--- config.mk ---
export PLATFORM = sky130hd
export DESIGN_NAME = eth_rx_parser_flat
export DESIGN_NICKNAME = d
export VERILOG_FILES = /design/src/rtl/eth_rx_parser_pkg.sv /design/src/rtl/eth_rx_parser_if.sv /design/src/rtl/eth_rx_parser_crc32_d8.sv /design/src/rtl/eth_rx_parser.sv /design/src/flat_wrapper.sv
export SDC_FILE = /design/constraint.sdc
export NUM_CORES = 1
export LEC_CHECK = 0
export ABC_AREA = 1
export ABC_CLOCK_PERIOD_IN_PS = 2600
export CORE_MARGIN = 4
export CORE_UTILIZATION = 40
export DETAILED_ROUTE_END_ITERATION = 8
export PLACE_DENSITY_LB_ADDON = 0.08
export SYNTH_ARGS = -nofsm -noshare
export SYNTH_HDL_FRONTEND = slang
export SYNTH_HIERARCHICAL = 1
export SYNTH_SLANG_ARGS = --single-unit
export TNS_END_PERCENT = 20
--- constraint.sdc ---
create_clock -name clk -period 2.6 [get_ports clk]
set_input_delay 0.39 -clock clk [delete_from_list [all_inputs] [get_ports clk]]
set_output_delay 0.39 -clock clk [all_outputs]
set_load 0.01 [all_outputs]
--- src/rtl/eth_rx_parser_pkg.sv ---
// Shared types and constants for the GMII receive parser and the CRC-32 byte engine.
package eth_pkg;

    typedef enum logic [2:0] {
        ST_IDLE,
        ST_PRE,
        ST_HDR,
        ST_LEN,
        ST_PAY,
        ST_TAIL,
        ST_BAD,
        ST_DROP
    } rx_state_e;

    localparam logic [31:0] CRC_POLY    = 32'h04C1_1DB7;
    localparam logic [31:0] CRC_SEED    = 32'hFFFF_FFFF;
    localparam logic [31:0] CRC_RESIDUE = 32'hC704_DD7B;

    localparam int unsigned HDR_DST_OFS   = 0;
    localparam int unsigned HDR_ETYPE_OFS = 12;
    localparam int unsigned PRE_MAX       = 7;

    localparam logic [7:0]  PRE_BYTE  = 8'h55;
    localparam logic [7:0]  SFD_BYTE  = 8'hD5;
    localparam logic [47:0] MAC_BCAST = 48'hFFFF_FFFF_FFFF;

    // Byte idx of a MAC address in wire order (most significant byte first).
    function automatic logic [7:0] mac_byte(input logic [47:0] mac, input logic [3:0] idx);
        logic [47:0] s;
        s = mac << {idx, 3'b000};
        return s[47:40];
    endfunction

endpackage

--- src/rtl/eth_rx_parser_if.sv ---
// GMII receive pins and the payload/verdict stream towards state_mgr.
interface eth_rx_parser_if;
    logic [7:0] gmii_rxd;
    logic       gmii_rx_dv;
    logic       gmii_rx_er;
    logic [7:0] rx_data;
    logic       rx_ready;
    logic       rx_sof;
    logic       rx_eof;
    logic       frame_ok;
    logic       frame_err;
    logic       frame_drop;

    // PHY/consumer side
    modport master (
        output gmii_rxd, gmii_rx_dv, gmii_rx_er,
        input  rx_data, rx_ready, rx_sof, rx_eof, frame_ok, frame_err, frame_drop
    );

    // Parser side
    modport slave (
        input  gmii_rxd, gmii_rx_dv, gmii_rx_er,
        output rx_data, rx_ready, rx_sof, rx_eof, frame_ok, frame_err, frame_drop
    );
endinterface

--- src/rtl/eth_rx_parser_crc32_d8.sv ---
// Combinational CRC-32 step over one byte, LSB first; the register is held bit-reversed
// relative to the usual right-shifting form, so a clean frame leaves 0xC704DD7B.
module crc32_d8
    import eth_pkg::*;
(
    input  logic [31:0] crc_in,
    input  logic [7:0]  d,
    output logic [31:0] crc_out
);

    always_comb begin
        logic [31:0] c;
        c = crc_in;
        for (int unsigned i = 0; i < 8; i++) begin
            if (c[31] ^ d[i]) begin
                c = {c[30:0], 1'b0} ^ CRC_POLY;
            end else begin
                c = {c[30:0], 1'b0};
            end
        end
        crc_out = c;
    end

endmodule

--- src/rtl/eth_rx_parser.sv ---
// GMII RX frame parser: strips preamble/SFD, filters MAC and EtherType, streams the
// length-prefixed payload and issues a CRC/error verdict at frame end.
module eth_rx_parser
    import eth_pkg::*;
#(
    parameter logic [47:0] LOCAL_MAC = 48'h02_00_00_00_00_01,
    parameter logic [15:0] ETHERTYPE = 16'h88B5,
    parameter int unsigned MAX_LEN   = 1500
) (
    input  logic           clk,
    input  logic           rst,
    eth_rx_parser_if.slave bus
);

    localparam logic [15:0] MAX_LEN_W = 16'(MAX_LEN);
    localparam logic [3:0]  DST_FIRST = 4'(HDR_DST_OFS);
    localparam logic [3:0]  DST_LAST  = 4'(HDR_DST_OFS + 5);
    localparam logic [3:0]  ETYPE_HI  = 4'(HDR_ETYPE_OFS);
    localparam logic [3:0]  ETYPE_LO  = 4'(HDR_ETYPE_OFS + 1);
    localparam logic [3:0]  PRE_LIMIT = 4'(PRE_MAX);

    rx_state_e   state_q, state_d;
    logic [3:0]  cnt_q, cnt_d;
    logic [15:0] len_q, len_d;
    logic [31:0] crc_q, crc_d;
    logic [2:0]  tail_q, tail_d;
    logic        err_q, err_d;
    logic        uni_ok_q, uni_ok_d;
    logic        bc_ok_q, bc_ok_d;
    logic        et_hi_ok_q, et_hi_ok_d;
    logic        sof_pend_q, sof_pend_d;
    logic        armed_q, armed_d;
    logic [7:0]  rx_data_q, rx_data_d;
    logic        rx_ready_q, rx_ready_d;
    logic        sof_q, sof_d;
    logic        eof_q, eof_d;
    logic        ok_q, ok_d;
    logic        ferr_q, ferr_d;
    logic        drop_q, drop_d;

    logic [7:0]  rxd;
    logic        dv;
    logic        er;
    logic [31:0] crc_next;
    logic [3:0]  dst_idx;
    logic        uni_hit;
    logic        bc_hit;
    logic [15:0] len_full;

    assign rxd = bus.gmii_rxd;
    assign dv  = bus.gmii_rx_dv;
    assign er  = bus.gmii_rx_er;

    crc32_d8 u_crc (
        .crc_in  (crc_q),
        .d       (rxd),
        .crc_out (crc_next)
    );

    assign dst_idx  = cnt_q - DST_FIRST;
    assign uni_hit  = uni_ok_q && (rxd == mac_byte(LOCAL_MAC, dst_idx));
    assign bc_hit   = bc_ok_q && (rxd == mac_byte(MAC_BCAST, dst_idx));
    assign len_full = {len_q[15:8], rxd};

    always_comb begin
        state_d    = state_q;
        cnt_d      = cnt_q;
        len_d      = len_q;
        crc_d      = crc_q;
        tail_d     = tail_q;
        err_d      = err_q;
        uni_ok_d   = uni_ok_q;
        bc_ok_d    = bc_ok_q;
        et_hi_ok_d = et_hi_ok_q;
        sof_pend_d = sof_pend_q;
        // After reset the rest of an interrupted frame must not look like a new preamble.
        armed_d    = armed_q | ~dv;
        rx_data_d  = rx_data_q;
        rx_ready_d = 1'b0;
        sof_d      = 1'b0;
        eof_d      = 1'b0;
        ok_d       = 1'b0;
        ferr_d     = 1'b0;
        drop_d     = 1'b0;

        case (state_q)
            ST_IDLE: begin
                if (armed_q && dv && rxd == PRE_BYTE) begin
                    state_d = ST_PRE;
                    cnt_d   = 4'd1;
                end
            end
            ST_PRE: begin
                if (!dv) begin
                    state_d = ST_IDLE;
                    drop_d  = 1'b1;
                end else if (rxd == PRE_BYTE) begin
                    if (cnt_q == PRE_LIMIT) state_d = ST_DROP;
                    else                    cnt_d   = cnt_q + 4'd1;
                end else if (rxd == SFD_BYTE) begin
                    state_d    = ST_HDR;
                    cnt_d      = '0;
                    crc_d      = CRC_SEED;
                    err_d      = 1'b0;
                    uni_ok_d   = 1'b1;
                    bc_ok_d    = 1'b1;
                    et_hi_ok_d = 1'b0;
                end else begin
                    state_d = ST_DROP;
                end
            end
            ST_HDR: begin
                if (!dv) begin
                    state_d = ST_IDLE;
                    ferr_d  = 1'b1;
                end else begin
                    crc_d = crc_next;
                    cnt_d = cnt_q + 4'd1;
                    if (er) err_d = 1'b1;
                    if (dst_idx < 4'd6) begin
                        uni_ok_d = uni_hit;
                        bc_ok_d  = bc_hit;
                        if (cnt_q == DST_LAST && !(uni_hit || bc_hit)) state_d = ST_DROP;
                    end
                    if (cnt_q == ETYPE_HI) et_hi_ok_d = (rxd == ETHERTYPE[15:8]);
                    if (cnt_q == ETYPE_LO) begin
                        if (et_hi_ok_q && rxd == ETHERTYPE[7:0]) begin
                            state_d = ST_LEN;
                            cnt_d   = '0;
                        end else begin
                            state_d = ST_DROP;
                        end
                    end
                end
            end
            ST_LEN: begin
                if (!dv) begin
                    state_d = ST_IDLE;
                    ferr_d  = 1'b1;
                end else begin
                    crc_d = crc_next;
                    if (er) err_d = 1'b1;
                    if (cnt_q == 4'd0) begin
                        len_d[15:8] = rxd;
                        cnt_d       = 4'd1;
                    end else if (len_full > MAX_LEN_W) begin
                        state_d = ST_BAD;
                    end else if (len_full == 16'd0) begin
                        state_d = ST_TAIL;
                        tail_d  = '0;
                    end else begin
                        state_d    = ST_PAY;
                        len_d      = len_full;
                        sof_pend_d = 1'b1;
                    end
                end
            end
            ST_PAY: begin
                if (!dv) begin
                    state_d = ST_IDLE;
                    ferr_d  = 1'b1;
                end else begin
                    crc_d      = crc_next;
                    if (er) err_d = 1'b1;
                    rx_ready_d = 1'b1;
                    rx_data_d  = rxd;
                    sof_d      = sof_pend_q;
                    sof_pend_d = 1'b0;
                    eof_d      = (len_q == 16'd1);
                    len_d      = len_q - 16'd1;
                    if (len_q == 16'd1) begin
                        state_d = ST_TAIL;
                        tail_d  = '0;
                    end
                end
            end
            ST_TAIL: begin
                if (!dv) begin
                    state_d = ST_IDLE;
                    if (crc_q == CRC_RESIDUE && !err_q && tail_q == 3'd4) ok_d = 1'b1;
                    else                                                   ferr_d = 1'b1;
                end else begin
                    crc_d = crc_next;
                    if (er) err_d = 1'b1;
                    if (tail_q != 3'd4) tail_d = tail_q + 3'd1;
                end
            end
            ST_BAD: begin
                if (!dv) begin
                    state_d = ST_IDLE;
                    ferr_d  = 1'b1;
                end
            end
            ST_DROP: begin
                if (!dv) begin
                    state_d = ST_IDLE;
                    drop_d  = 1'b1;
                end
            end
            default: state_d = ST_IDLE;
        endcase
    end

    always_ff @(posedge clk or posedge rst) begin
        if (rst) begin
            state_q    <= ST_IDLE;
            cnt_q      <= '0;
            len_q      <= '0;
            crc_q      <= CRC_SEED;
            tail_q     <= '0;
            err_q      <= 1'b0;
            uni_ok_q   <= 1'b0;
            bc_ok_q    <= 1'b0;
            et_hi_ok_q <= 1'b0;
            sof_pend_q <= 1'b0;
            armed_q    <= 1'b0;
            rx_data_q  <= '0;
            rx_ready_q <= 1'b0;
            sof_q      <= 1'b0;
            eof_q      <= 1'b0;
            ok_q       <= 1'b0;
            ferr_q     <= 1'b0;
            drop_q     <= 1'b0;
        end else begin
            state_q    <= state_d;
            cnt_q      <= cnt_d;
            len_q      <= len_d;
            crc_q      <= crc_d;
            tail_q     <= tail_d;
            err_q      <= err_d;
            uni_ok_q   <= uni_ok_d;
            bc_ok_q    <= bc_ok_d;
            et_hi_ok_q <= et_hi_ok_d;
            sof_pend_q <= sof_pend_d;
            armed_q    <= armed_d;
            rx_data_q  <= rx_data_d;
            rx_ready_q <= rx_ready_d;
            sof_q      <= sof_d;
            eof_q      <= eof_d;
            ok_q       <= ok_d;
            ferr_q     <= ferr_d;
            drop_q     <= drop_d;
        end
    end

    assign bus.rx_data    = rx_data_q;
    assign bus.rx_ready   = rx_ready_q;
    assign bus.rx_sof     = sof_q;
    assign bus.rx_eof     = eof_q;
    assign bus.frame_ok   = ok_q;
    assign bus.frame_err  = ferr_q;
    assign bus.frame_drop = drop_q;

endmodule
--- src/flat_wrapper.sv ---
// flat-port wrapper written by rule: the top's interface ports become plain ports
module eth_rx_parser_flat import eth_pkg::*;
#(
    parameter logic [47:0] LOCAL_MAC = 48'h02_00_00_00_00_01,
    parameter logic [15:0] ETHERTYPE = 16'h88B5,
    parameter int unsigned MAX_LEN   = 1500
)
  (clk, rst, bus_gmii_rxd, bus_gmii_rx_dv, bus_gmii_rx_er, bus_rx_data, bus_rx_ready, bus_rx_sof, bus_rx_eof, bus_frame_ok, bus_frame_err, bus_frame_drop);
  eth_rx_parser_if bus_i ();
  input  logic clk;
  input  logic rst;
  input wire logic [$bits(bus_i.gmii_rxd)-1:0] bus_gmii_rxd;
  input wire logic [$bits(bus_i.gmii_rx_dv)-1:0] bus_gmii_rx_dv;
  input wire logic [$bits(bus_i.gmii_rx_er)-1:0] bus_gmii_rx_er;
  output wire logic [$bits(bus_i.rx_data)-1:0] bus_rx_data;
  output wire logic [$bits(bus_i.rx_ready)-1:0] bus_rx_ready;
  output wire logic [$bits(bus_i.rx_sof)-1:0] bus_rx_sof;
  output wire logic [$bits(bus_i.rx_eof)-1:0] bus_rx_eof;
  output wire logic [$bits(bus_i.frame_ok)-1:0] bus_frame_ok;
  output wire logic [$bits(bus_i.frame_err)-1:0] bus_frame_err;
  output wire logic [$bits(bus_i.frame_drop)-1:0] bus_frame_drop;
  assign bus_i.gmii_rxd = bus_gmii_rxd;
  assign bus_i.gmii_rx_dv = bus_gmii_rx_dv;
  assign bus_i.gmii_rx_er = bus_gmii_rx_er;
  assign bus_rx_data = bus_i.rx_data;
  assign bus_rx_ready = bus_i.rx_ready;
  assign bus_rx_sof = bus_i.rx_sof;
  assign bus_rx_eof = bus_i.rx_eof;
  assign bus_frame_ok = bus_i.frame_ok;
  assign bus_frame_err = bus_i.frame_err;
  assign bus_frame_drop = bus_i.frame_drop;
  eth_rx_parser #(.LOCAL_MAC(LOCAL_MAC), .ETHERTYPE(ETHERTYPE), .MAX_LEN(MAX_LEN)) u_core (.clk(clk), .rst(rst), .bus(bus_i));
endmodule
==> impl_results.html <==
<table>
<tr><th>Metric</th><th>Value</th></tr>
<tr><th colspan="2">Floorplanning</th></tr>
<tr><td>Height of the chip</td><td>128 um</td></tr>
<tr><td>Placeable core region</td><td>0.0139 mm^2</td></tr>
<tr><td>Top-level port count</td><td>26</td></tr>
<tr><td>Die Outline Area</td><td>0.0163 mm^2</td></tr>
<tr><td>Die span in x</td><td>128 um</td></tr>
<tr><td>Number of core rows</td><td>43</td></tr>
<tr><td>Effective utilization at floorplan</td><td>between 40 and 50%</td></tr>
<tr><th colspan="2">Critical path</th></tr>
<tr><td>Signal arrival time at the worst endpoint</td><td>2.47 ns</td></tr>
<tr><td>Cell with the biggest individual delay on the critical path</td><td>sky130_fd_sc_hd__dfrtp_1</td></tr>
<tr><td>Worst path cell trace</td><td>nor2_2, nand2_4, inv_2, nor2_2, nand2_1, inv_2, nor2_2, inv_2, buf_4, nor2_1, o21ai_0, inv_1</td></tr>
<tr><td>Kind of end point of the critical path</td><td>register</td></tr>
<tr><td>Worst setup path category</td><td>reg2reg</td></tr>
<tr><td>Delay of the slowest cell on the worst path</td><td>0.53 ns</td></tr>
<tr><td>Worst reg2reg path depth</td><td>12</td></tr>
<tr><td>Required time reported for the critical path endpoint</td><td>2.84 ns</td></tr>
<tr><td>CP max FO</td><td>21</td></tr>
<tr><td>Worst r2r src</td><td>u_core/state_q[0]</td></tr>
<tr><td>Crit path launch type</td><td>register</td></tr>
<tr><td>Crit-path leading delay family</td><td>buffers and inverters</td></tr>
<tr><td>Crit path buffers/inverters</td><td>5</td></tr>
<tr><td>Reg-to-reg setup timing slack</td><td>0.37 ns</td></tr>
<tr><td>Capture instance of the worst register-to-register path</td><td>u_core/err_q</td></tr>
<tr><th colspan="2">Logic synthesis</th></tr>
<tr><td>Synthesized area per cell</td><td>7.11 um^2</td></tr>
<tr><td>Adder-Cell Fraction of Synth Area</td><td>1.53%</td></tr>
<tr><td>Syn nets</td><td>825</td></tr>
<tr><td>Most used flip-flop cell after synthesis</td><td>sky130_fd_sc_hd__dfrtp_1</td></tr>
<tr><td>Post-synthesis async set-or-reset flop share</td><td>between 90% and 100%</td></tr>
<tr><td>Fraction of synthesized area in multiplexers</td><td>0%</td></tr>
<tr><td>Sequential area share after synthesis</td><td>34.8%</td></tr>
<tr><td>XOR/XNOR share of the synthesized area</td><td>9.66%</td></tr>
<tr><td>Area fraction in compound gates after synthesis</td><td>11.6%</td></tr>
<tr><td>Synthesized netlist cell count</td><td>806</td></tr>
<tr><td>Simple-gate share of the synthesized area</td><td>34.0%</td></tr>
<tr><td>Total of flip-flops plus latches after synthesis</td><td>78</td></tr>
<tr><td>Synth Cell Area</td><td>0.00573 mm^2</td></tr>
<tr><td>Number of synthesized flops with an enable pin</td><td>0</td></tr>
<tr><td>Yosys cell types</td><td>45</td></tr>
<tr><td>Count of warnings emitted by yosys</td><td>6</td></tr>
<tr><td>Largest family of logic cells by synthesized area</td><td>simple AND/OR/NAND/NOR gates</td></tr>
<tr><th colspan="2">Route</th></tr>
<tr><td>Violation count after the first detailed-route iteration</td><td>406</td></tr>
<tr><td>DRC violations left</td><td>0</td></tr>
<tr><td>Count of TritonRoute iterations in the first routing pass</td><td>5</td></tr>
<tr><td>Routed len/inst</td><td>15.7 um</td></tr>
<tr><td>Detail Route Antenna Nets</td><td>0</td></tr>
<tr><td>Post-detailed-routing wire length</td><td>16100 um</td></tr>
<tr><td>Vias per std cell</td><td>5.09</td></tr>
<tr><td>Number of vias in the routed layout</td><td>around 5.2k</td></tr>
<tr><th colspan="2">Power and ir drop</th></tr>
<tr><td>Pwr dens</td><td>1290 mW/mm^2</td></tr>
<tr><td>Internal cell power</td><td>0.00449 W</td></tr>
<tr><td>Share of power burned in combinational logic</td><td>55.7%</td></tr>
<tr><td>Portion of total power attributed to sequential cells</td><td>between 20% and 30%</td></tr>
<tr><td>Switching part of the total power</td><td>47.1%</td></tr>
<tr><td>Clock power share</td><td>16.0%</td></tr>
<tr><td>Worst ir drop on vdd</td><td>0.605 mV</td></tr>
<tr><td>Net load switching power</td><td>0.00399 W</td></tr>
<tr><td>Leakage</td><td>approximately 3.2 nW</td></tr>
<tr><th colspan="2">GRT</th></tr>
<tr><td>Total GRT Usage</td><td>20.5%</td></tr>
<tr><td>Maximum number of pins on one net before global-route repair</td><td>56</td></tr>
<tr><td>Sum of overflow across all layers after global routing</td><td>0</td></tr>
<tr><td>Antenna violations before repair</td><td>0</td></tr>
<tr><td>Via count of the first global-routing pass</td><td>5154</td></tr>
<tr><td>Global-route wire length before repair</td><td>26500 um</td></tr>
<tr><th colspan="2">Clock tree</th></tr>
<tr><td>Clk_lat worst skew</td><td>0.35 ns</td></tr>
<tr><td>CTS-repair resized insts</td><td>0</td></tr>
<tr><td>Cts bufs inserted</td><td>9</td></tr>
<tr><td>H-Tree Depth</td><td>3</td></tr>
<tr><td>CTS tree</td><td>yes</td></tr>
<tr><td>Post-CTS repair timing setup buffer count</td><td>0</td></tr>
<tr><td>Root buffer cell</td><td>sky130_fd_sc_hd__clkbuf_16</td></tr>
<tr><td>Maximum root-to-sink buffer count</td><td>2</td></tr>
<tr><td>Clock-pin slew reported for the worst setup and hold paths after clock tree synthesis</td><td>0.06 ns</td></tr>
<tr><td>Total number of clock tree sinks</td><td>78</td></tr>
<tr><td>Number of buffers added to fix hold violations after cts</td><td>0</td></tr>
<tr><th colspan="2">STA</th></tr>
<tr><td>Maximum clock frequency</td><td>448 MHz</td></tr>
<tr><td>Post-route worst hold slack</td><td>0.475 ns</td></tr>
<tr><td>Time the final worst path needs with I/O delays and setup</td><td>2.23 ns</td></tr>
<tr><td>Final setup violating endpoints</td><td>0</td></tr>
<tr><td>Slew of the pin with the lowest slew margin</td><td>0.446 ns</td></tr>
<tr><td>Number of pins exceeding their max-slew limit in the final report</td><td>0</td></tr>
<tr><td>Setup clock skew after layout</td><td>0.00792 ns</td></tr>
<tr><td>Setup repair after global routing missed its margin</td><td>no</td></tr>
<tr><td>Accumulated negative setup slack</td><td>0 ns</td></tr>
<tr><td>Remaining max-slew budget at the tightest pin</td><td>between 70% and 80%</td></tr>
<tr><td>Final hold violation count</td><td>0</td></tr>
<tr><td>Final period utilization</td><td>85.9%</td></tr>
<tr><th colspan="2">Place</th></tr>
<tr><td>Routability congestion estimate</td><td>0.889</td></tr>
<tr><td>Detailed Place HPWL</td><td>12100 um</td></tr>
<tr><td>Number of port buffers</td><td>25</td></tr>
<tr><td>Post-DP Area</td><td>about 0.0062 mm^2</td></tr>
<tr><th colspan="2">Cells and area</th></tr>
<tr><td>Share of post-route cells with drive strength above 1</td><td>15.5%</td></tr>
<tr><td>Growth of design area from synthesis to finish</td><td>14.4%</td></tr>
<tr><td>Number of nets in the final layout</td><td>861</td></tr>
<tr><td>Storage element area</td><td>0.00199 mm^2</td></tr>
<tr><td>Antenna fix cells</td><td>0</td></tr>
<tr><td>Number of filler cells placed in the layout</td><td>1424</td></tr>
<tr><td>Cell area after layout</td><td>approximately 0.0066 mm^2</td></tr>
<tr><td>Area of the multi-input gates</td><td>0.00325 mm^2</td></tr>
<tr><th colspan="2">Worst hold path</th></tr>
<tr><td>Class of the tightest hold or removal check</td><td>reg2reg</td></tr>
<tr><td>Critical hold path startpoint</td><td>u_core/armed_q</td></tr>
<tr><td>Hold endpoint</td><td>u_core/armed_q</td></tr>
<tr><td>Depth of the worst hold-timing path</td><td>1</td></tr>
<tr><th colspan="2">Run status</th></tr>
<tr><td>Result of the run</td><td>complete, no violations</td></tr>
<tr><th colspan="2">Flow run</th></tr>
<tr><td>Maximum Capacitance Violations</td><td>0</td></tr>
</table>
==> worst register-to-register path: stages (launching register included) <==
cell and delay, ns:
sky130_fd_sc_hd__dfrtp_1 0.53, sky130_fd_sc_hd__nor2_2 0.10, sky130_fd_sc_hd__nand2_4 0.20, sky130_fd_sc_hd__inv_2 0.21, sky130_fd_sc_hd__nor2_2 0.14, sky130_fd_sc_hd__nand2_1 0.07, sky130_fd_sc_hd__inv_2 0.22, sky130_fd_sc_hd__nor2_2 0.06
sky130_fd_sc_hd__inv_2 0.06, sky130_fd_sc_hd__buf_4 0.26, sky130_fd_sc_hd__nor2_1 0.07, sky130_fd_sc_hd__o21ai_0 0.15, sky130_fd_sc_hd__inv_1 0.06
==> flip-flops by register name (all words and copies together), names as in the netlist <==
register               count
u_core/bus.rx_data         8
u_core/bus.frame_err       1
u_core/state_q             3
u_core/uni_ok_q            1
u_core/bus.rx_sof          1
u_core/crc_q              32
u_core/len_q              16
u_core/bc_ok_q             1
u_core/et_hi_ok_q          1
u_core/armed_q             1
u_core/bus.frame_drop      1
u_core/bus.rx_eof          1
u_core/bus.rx_ready        1
u_core/bus.frame_ok        1
u_core/err_q               1
u_core/sof_pend_q          1
u_core/tail_q              3
u_core/cnt_q               4
==> cells in the mapped netlist, types with 2 or more instances <==
| master | instances | area, um^2 |
|---|---|---|
| sky130_fd_sc_hd__a21o_1 | 2 | 15.0 |
| sky130_fd_sc_hd__a21oi_4 | 8 | 130 |
| sky130_fd_sc_hd__or2_2 | 2 | 12.5 |
| sky130_fd_sc_hd__nand3_1 | 41 | 205 |
| sky130_fd_sc_hd__a21boi_0 | 2 | 15.0 |
| sky130_fd_sc_hd__ha_1 | 7 | 87.6 |
| sky130_fd_sc_hd__o21ai_0 | 39 | 195 |
| sky130_fd_sc_hd__nand2_4 | 8 | 90.1 |
| sky130_fd_sc_hd__xor2_1 | 42 | 368 |
| sky130_fd_sc_hd__inv_4 | 2 | 12.5 |
| sky130_fd_sc_hd__inv_1 | 84 | 315 |
| sky130_fd_sc_hd__nand4_1 | 14 | 87.6 |
| sky130_fd_sc_hd__a31oi_1 | 2 | 12.5 |
| sky130_fd_sc_hd__nand3b_1 | 3 | 22.5 |
| sky130_fd_sc_hd__xor2_2 | 2 | 32.5 |
| sky130_fd_sc_hd__nand2_2 | 19 | 119 |
| sky130_fd_sc_hd__xnor2_1 | 10 | 87.6 |
| sky130_fd_sc_hd__dfrtp_1 | 46 | 1150 |
| sky130_fd_sc_hd__nand2_1 | 240 | 901 |
| sky130_fd_sc_hd__nor4_1 | 2 | 12.5 |
| sky130_fd_sc_hd__xnor2_2 | 4 | 65.1 |
| sky130_fd_sc_hd__o21ai_1 | 17 | 85.1 |
| sky130_fd_sc_hd__inv_2 | 17 | 63.8 |
| sky130_fd_sc_hd__dfstp_2 | 32 | 841 |
| sky130_fd_sc_hd__nor2_2 | 5 | 31.3 |
| sky130_fd_sc_hd__o31ai_1 | 2 | 15.0 |
| sky130_fd_sc_hd__clkbuf_1 | 8 | 30.0 |
| sky130_fd_sc_hd__a21oi_1 | 17 | 85.1 |
| sky130_fd_sc_hd__buf_2 | 2 | 10.0 |
| sky130_fd_sc_hd__nor2_1 | 97 | 364 |
| sky130_fd_sc_hd__o22a_1 | 10 | 87.6 |
| sky130_fd_sc_hd__buf_6 | 2 | 22.5 |
| sky130_fd_sc_hd__nor3_1 | 6 | 30.0 |
==> cell families after synthesis <==
group / Yosys count
XOR/XNOR: 58
AND/OR/NAND/NOR: 444
buffers and inverters: 117
flip-flops: 78
adder cells (fa/ha/maj): 7
AO/OA/AOI/OAI: 102
==> metal layers <==
metal	vias to the layer above	track usage, %	wire (um)
met3	29	4.25	747
met1	2460	26.2	7070
met2	131	33.9	7790
li1	2609	-	-
met4	0	8.18	473
met5	-	0	0
==> placed cells by master, fill, tap and decap left out, types with 7 or more instances in the layout <==
cell type,n
sky130_fd_sc_hd__o21ai_0,39
sky130_fd_sc_hd__clkdlybuf4s50_1,25
sky130_fd_sc_hd__dfstp_2,32
sky130_fd_sc_hd__a21oi_1,17
sky130_fd_sc_hd__o22a_1,10
sky130_fd_sc_hd__inv_1,83
sky130_fd_sc_hd__buf_4,12
sky130_fd_sc_hd__nand2_2,19
sky130_fd_sc_hd__ha_1,7
sky130_fd_sc_hd__dfrtp_1,46
sky130_fd_sc_hd__nor2_1,97
sky130_fd_sc_hd__clkbuf_16,9
sky130_fd_sc_hd__nand2_4,8
sky130_fd_sc_hd__o21ai_1,17
sky130_fd_sc_hd__nand4_1,14
sky130_fd_sc_hd__nand2_1,240
sky130_fd_sc_hd__a21oi_4,8
sky130_fd_sc_hd__nand3_1,41
sky130_fd_sc_hd__xor2_1,42
sky130_fd_sc_hd__inv_2,17
sky130_fd_sc_hd__xnor2_1,10
==> power groups by stage <==
stage          sequential [W]  combinational, W  clock [W]
2_1_floorplan         0.00227           0.00363          0
3_3_place_gp          0.00240           0.00466          0
3_5_place_dp          0.00242           0.00469          0
4_1_cts               0.00240           0.00472    0.00139
5_1_grt               0.00247           0.00527    0.00144
6_report              0.00240           0.00472    0.00135
==> layout make-up <==
class                           count  area share, %
Timing Repair Buffer               39           5.81
Multi-Input combinational cell    611           49.7
Sequential cell                    78           30.4
Clock buffer                       12           3.61
Tap cell                          180           3.44
Clock inverter                      4           1.09
Inverter                          103           6.00
==> worst max-delay path by stage <==
| stage | slack (ns) | depth (start not counted) | start | to |
|---|---|---|---|---|
| after floorplan | 0.27 | 1 | rst | u_core/armed_q |
| after global placement | 0.13 | 12 | bus_gmii_rxd[7] | u_core/len_q[6] |
| after detailed placement | 0.10 | 10 | bus_gmii_rxd[7] | u_core/tail_q[1] |
| after CTS | 0.34 | 12 | u_core/state_q[0] | u_core/err_q |
| after global routing | 0.10 | 12 | u_core/state_q[0] | u_core/err_q |
| final | 0.37 | 12 | u_core/state_q[0] | u_core/err_q |
==> per-stage QoR <==
| step | power [W] | setup slack, ns | cells | util, % |
|---|---|---|---|---|
| 6_report | 0.00847 | 0.366 | 1027 | 47.0 |
| 3_3_place_gp | 0.00706 | 0.133 | 1011 | 44.8 |
| 3_5_place_dp | 0.00711 | 0.104 | 1011 | 44.8 |
| 4_1_cts | 0.00851 | 0.339 | 1027 | 47.0 |
| 2_1_floorplan | 0.00589 | 0.268 | 806 | - |
| 5_1_grt | 0.00919 | 0.103 | 1027 | 47.0 |
Note: power is estimated with default switching activity, not from simulation.
